**config.mk**
```make
export PLATFORM = sky130hd
export DESIGN_NAME = layer8_argmax
export DESIGN_NICKNAME = d
export VERILOG_FILES = /design/src/rtl/layer8_argmax.sv
export SDC_FILE = /design/constraint.sdc
export NUM_CORES = 1
export LEC_CHECK = 0
export CAP_MARGIN = 20
export CORE_UTILIZATION = 51
export CTS_BUF_LIST = sky130_fd_sc_hd__clkbuf_8 sky130_fd_sc_hd__clkbuf_16
export CTS_CLUSTER_SIZE = 10
export DETAILED_ROUTE_END_ITERATION = 6
export DONT_BUFFER_PORTS = 1
export GPL_TIMING_DRIVEN = 0
export PLACE_DENSITY = 0.66
export SYNTH_ARGS = -nofsm -noshare
export SYNTH_HDL_FRONTEND = slang
export SYNTH_SLANG_ARGS = --single-unit
```
**constraint.sdc**
```tcl
create_clock -name clk -period 5.1 [get_ports clk]
set_clock_uncertainty 0.1 [all_clocks]
set_input_delay 0.51 -clock clk [delete_from_list [all_inputs] [get_ports clk]]
set_output_delay 0.51 -clock clk [all_outputs]
set_load 0.02 [all_outputs]
```
**src/rtl/layer8_argmax.sv**
```systemverilog
// layer8_argmax: captures ten signed class scores and scans them sequentially for the largest
module layer8_argmax #(
    parameter int WORDLENGTH = 16,
    parameter int CLASS_NUM  = 10,
    parameter int IDX_W      = 4
) (
    input  logic                           clk,
    input  logic                           rst,
    input  logic [WORDLENGTH*CLASS_NUM-1:0] logits_in,
    input  logic                           logits_valid,
    input  logic                           result_ready,
    output logic                           result_valid,
    output logic [IDX_W-1:0]               result_idx,
    output logic [WORDLENGTH-1:0]          result_score,
    output logic                           busy,
    output logic                           overrun
);
    typedef enum logic [1:0] {IDLE, SCAN, HOLD} state_t;
    state_t state;
    logic signed [WORDLENGTH-1:0] score_buf [CLASS_NUM];
    logic signed [WORDLENGTH-1:0] max_q;
    logic signed [WORDLENGTH-1:0] cur;
    logic [IDX_W-1:0] cnt, idx;
    assign cur  = score_buf[cnt];
    assign busy = state != IDLE;
    // score buffer: loaded only on the capture edge so later logits_in changes cannot disturb a scan
    always_ff @(posedge clk or negedge rst) begin
        if (!rst)
            for (int c = 0; c < CLASS_NUM; c++) score_buf[c] <= '0;
        else if (state == IDLE && logits_valid)
            for (int c = 0; c < CLASS_NUM; c++) score_buf[c] <= logits_in[c*WORDLENGTH +: WORDLENGTH];
    end
    // capture / one-compare-per-cycle scan / hold-until-accepted, with registered outputs
    always_ff @(posedge clk or negedge rst) begin
        if (!rst) begin
            state        <= IDLE;
            cnt          <= '0;
            idx          <= '0;
            max_q        <= '0;
            result_valid <= 1'b0;
            result_idx   <= '0;
            result_score <= '0;
            overrun      <= 1'b0;
        end else begin
            overrun <= logits_valid && state != IDLE;
            case (state)
                IDLE: if (logits_valid) begin
                    max_q <= logits_in[WORDLENGTH-1:0];
                    idx   <= '0;
                    cnt   <= IDX_W'(1);
                    state <= SCAN;
                end
                SCAN: begin
                    if (cur > max_q) begin
                        max_q <= cur;
                        idx   <= cnt;
                    end
                    cnt   <= cnt == IDX_W'(CLASS_NUM-1) ? '0 : cnt + 1'b1;
                    state <= cnt == IDX_W'(CLASS_NUM-1) ? HOLD : SCAN;
                end
                HOLD: if (result_valid && result_ready) begin
                    result_valid <= 1'b0;
                    state        <= IDLE;
                end else begin
                    result_valid <= 1'b1;
                    result_idx   <= idx;
                    result_score <= max_q;
                end
                default: state <= IDLE;
            endcase
        end
    end
endmodule

```
**Yosys cells after proc, flatten, opt, wreduce, memory -nomap -nowiden**

Index checks and enable logic that the tools add are counted.

- Add/subtract/negate cells: 1
- $lt $le $gt $ge: 2
- Eq/ne operators: 6
- Multiplexer cells: 17
- Bitwise operators: 2
- Reductions and logical operators: 10

Operators by type and width:

| operator | number |
|---|---|
| $bmux 16 s4 | 1 |
| $mux 16 | 4 |
| $pmux 16 s2 | 1 |
| $gt 16x16->1 | 1 |
| $mux 4 | 4 |
| $pmux 4 s2 | 2 |
| $mux 2 | 3 |
| $ne 2x2->1 const B | 3 |
| $pmux 2 s3 | 1 |
| $reduce_and 2->1 | 3 |
| $ge 5x5->1 const B | 1 |
| $not 4->5 | 1 |
| $add 4x1->4 const B | 1 |
| $eq 4x4->1 const B | 1 |
| $reduce_bool 2->1 | 2 |
| $logic_and 1x1->1 | 3 |
| $reduce_and 3->1 | 1 |
| $eq 2x1->1 const B | 1 |
| $eq 2x2->1 const B | 1 |
| $logic_not 2->1 | 1 |
| $mux 1 | 1 |
| $not 1->1 | 1 |

- Register bits after elaboration: 208
- Bits of input ports: 164
- Output and inout port bits: 23
- Word-level logic and storage cells: 56

**Longest topological paths before layout**

- Depth after elaboration: 7
- Depth in mapped cells: 13
- Gate-level depth less buffers: 10

**Worst setup path after synthesis**

Ideal clock, no wire load.

- Path kind: register -> register
- Start: reg cnt[0]
- End: reg max_q[0]
- Setup time: 128 ps
- Arrival time: 3381 ps
- Required time: 4872 ps
- Setup slack: 1492 ps
- Cell stages (with the launch flop): 14
- Buffers on the path: 3
- Clock period less this slack: 3608 ps
- Cell sequence: dfrtp_1 > buf_2 > buf_4 > mux4_2 > mux2i_1 > o22ai_1 > ha_1 > nand4_2 > nor2_1 > a311o_1 > o31a_1 > nor3_2 > buf_6 > mux2_1

- Longest elaborated chain between the ends: 7
- Elaborated cells on any way between the ends: 9
- Classes of those cells: order compare: 1; eq/ne: 1; mux: 5; bitwise: 1; reduce/logical: 1

Ends and longest elaborated chain:

| item | RTL line | RTL |
|---|---|---|
| from (decl) | 23 | `logic [IDX_W-1:0] cnt, idx;` |
| from (signal assigned) | 58 | `cnt <= cnt == IDX_W'(CLASS_NUM-1) ? '0 : cnt + 1'b1;` |
| $not 4->5 (implied by the code) (*) | 24 | `assign cur = score_buf[cnt];` |
| $bmux 16 s4 (*) | 24 |  |
| $mux 16 (implied by the code) (*) (2 in a row) | 24 |  |
| $gt 16x16->1 | 54 | `if (cur > max_q) begin` |
| $ne 2x2->1 (no line) | -- |  |
| $reduce_and 3->1 (no line) | -- |  |
| to (signal assigned) | 48 | `max_q <= logits_in[WORDLENGTH-1:0];` |
| to (signal assigned) | 55 | `max_q <= cur;` |
| to (decl) | 21 | `logic signed [WORDLENGTH-1:0] max_q;` |

Every way passes the cells marked *; elsewhere a longest branch is shown, timed or not. The select of a mux whose other input is x is not followed.
A chain may end at the register's enable or synchronous reset.

**Final worst setup path**

- Start: reg cnt[1]
- End: reg max_q[0]

The elaborated chain is that of the path after synthesis.

==> impl_metrics.toml <==
[sta]
fin_setup_tns_ns = 0
fin_crit_sh_pct = 84.2
relSlewSlack_pct = 51.0
worst_pin_slew_ns = 0.736
rsz0062_at_grt = "false"
finalMaxSlewViolations = 0
hold_viol_final = 208
fin_crit_ns = 4.29
setup_viol = 0
clock.fmax_mhz = 233
holdWs_ns = -0.398

[pwr]
powerDensity_nw_per_um2 = 709
leakage_nw = 5.85
ir_drop_uv = 307
finalPower_w = 0.00803

[routing]
post-route-drc-count = 9
antenna_left = 0
viasPerCell = 5.58
drtIter0Drc = 499
num_vias = 7483
wl_per_cell_um = 20.0
drt_wl_total_um = 26800
firstDrtPassIters = 7

[worst_setup_path]
end_kind = "flip-flop"
critPathKind = "flip-flop to flip-flop"
reg2reg_to = "max_q[0]"
worst_ep_arrival_time_ns = 4.58
worstReg2RegStart = "cnt[1]"
reg2reg_setup_slack_ns = 0.81
crit_path_start_kind = "flip-flop"
worstPathRequired_ns = 5.38
crit_fanout = 10
reg2reg_depth = 13

[placed_design]
gp_congestion = 0.886
dp_hpwl_um = 18700
port_buffers = 0
post-place-cells = 1230

[run]
cap_violations = 0

[global_route]
grt_max_degree = 209
overflow = 0
grt_usage_pct = 28.4
grt_antenna_before_repair = 0
grt_pass1_wl_um = 41900
grt_pass1_vias = 7636

[yosys]
synth_area_um2 = 9580
ys_warn_count = 0
synth_flop_cell = "dfrtp_1"
synth-seq-cells = 208
synth_edf_count = 0
async_flop_share_pct = 100
yosysSeqAreaShare_pct = 54.3
syn_area_per_cell_um2 = 9.57
synth_fp_nets = 1183
synth_cells = 1001
synth_cell_types = 38

[layout]
n_antenna_cell = 0
nets = 1290
layout.cells.non_filler = 1342
syn2layout_area_growth_pct = 18.3
register_area_um2 = 5200
multiInputGateArea_um2 = 4040
utilization_pct = 62.2
fill_cells = 1490
drive_above_1_share_pct = 6.56

[floorplanning]
num_io_pins = 187
die_area_um2 = 19300
start_util_pct = 52.6
rows = 49
die_h_um = 139
core-area_um2 = 18200
die_x_um = 139

[cts]
cts_tree = "yes"
cts.path.max_buffers = 3
cts_buffers = 25
cts_root_buf = "clkbuf_16"
clkSinkCount = 208
ctsHoldBuffers = 80
cts_setup_buffers = 0
htree_levels = 1
path_clk_slew_ns = 0.06
clk_latency_ns = 0.52
cts_resized = 0

[run_status]
violations = "DRC, hold timing"
status = "finished with violations"

[hold_path]
hold_path.class = "input pin to async pin"
==> flip-flops by register name (all words and copies together), names as in the netlist <==
| name | flops |
|---|---|
| result_score | 16 |
| result_idx | 4 |
| max_q | 16 |
| overrun | 1 |
| cnt | 4 |
| idx | 4 |
| score_buf | 160 |
| result_valid | 1 |
| state | 2 |
==> through the flow <==
step	hold slack (ns)	setup slack (ns)	instance area, um2
floorplan	0.114	1.49	9580
global placement	0.126	0.856	9860
detailed placement	0.125	0.843	9860
CTS	-0.415	0.806	11300
global route	-0.415	0.609	11300
finish	-0.398	0.807	11300
==> cell usage after synthesis, drive strengths merged (2+ instances only) <==
cell type  instances  area, um2
dfrtp            208       5200
nand2            509       1910
a21o               2       15.0
mux4              32        721
buf               14       81.3
nor2b              2       12.5
nor3               3       20.0
ha                18        225
mux2               2       22.5
and2               2       12.5
nand3              3       15.0
clkbuf            44        165
nor2               9       33.8
o21ai             27        135
o22ai             15       93.8
mux2i             66        661
inv               23       86.3
nand4              4       31.3
a21oi              6       30.0
==> cell usage in the layout, fill, tap and decap left out, drive strengths merged <==
master	netlist	final
a211o	1	1
a21boi	1	1
a21o	2	2
a21oi	6	6
a311o	1	1
a31oi	1	1
a32o	1	1
a41o	1	1
and2	2	2
and4	1	1
buf	14	14
clkbuf	44	69
dfrtp	208	208
dlygate4sd3	0	80
ha	18	18
inv	23	30
mux2	2	2
mux2i	66	66
mux4	32	32
nand2	509	509
nand3	3	3
nand4	4	4
nand4b	1	1
nor2	9	9
nor2b	2	2
nor3	3	3
nor4	1	1
o211ai	1	1
o21ai	27	27
o22a	1	1
o22ai	15	15
o31a	1	1
==> worst max-delay path, cell delays in order, from the launching register on <==
cell and delay [ns]:
dfrtp_1 0.35, buf_2 0.27, clkbuf_1 0.56, mux4_2 0.40, mux2i_1 0.25, o22ai_1 0.20
ha_1 0.38, nand4_2 0.15, nor2_1 0.07, a311o_1 0.37, o31a_1 0.29, nor3_2 0.22
buf_6 0.20, mux2_1 0.33
==> worst max path at each step <==
stage	startpoint	to	slack [ns]	depth (start not counted)
global placement	cnt[1]	max_q[0]	0.86	13
global route	cnt[1]	max_q[0]	0.61	13
finish	cnt[1]	max_q[0]	0.81	13
CTS	cnt[1]	max_q[0]	0.81	13
floorplan	cnt[0]	max_q[0]	1.49	13
detailed placement	cnt[1]	max_q[0]	0.84	13
==> cells by family after synthesis <==
family	count (synthesis)	synth area share [%]
buffers and inverters	81	3.47
muxes	100	14.7
adders and majority gates	18	2.35
and+or+nand+nor	535	21.5
AOI/OAI and AO/OA	59	3.67
DFF	208	54.3
==> final cells by class <==
| cell class | instances | share of cell area (%) |
|---|---|---|
| Multi-Input combinational cell | 712 | 35.7 |
| Clock buffer | 25 | 5.52 |
| Tap cell | 229 | 2.53 |
| Inverter | 23 | 0.762 |
| Clock inverter | 7 | 0.320 |
| Sequential cell | 208 | 46.0 |
| Timing Repair Buffer | 80 | 7.07 |
| Buffer | 58 | 2.18 |
==> per-layer routing <==
layer	track usage (%)	wire length (um)	part of all wire [%]
met1	37.4	11300	42
met2	46.8	12900	48
met3	5.90	1800	6.7
met4	10.3	862	3.2
met5	0	0	0
==> power breakdown <==
| group | switching (W) | internal, W |
|---|---|---|
| clock | 0.000647 | 0.000868 |
| combinational | 0.00199 | 0.00157 |
| sequential | 0.000526 | 0.00243 |
| total | 0.00316 | 0.00487 |
No activity file was read; power rests on OpenSTA's default activity.
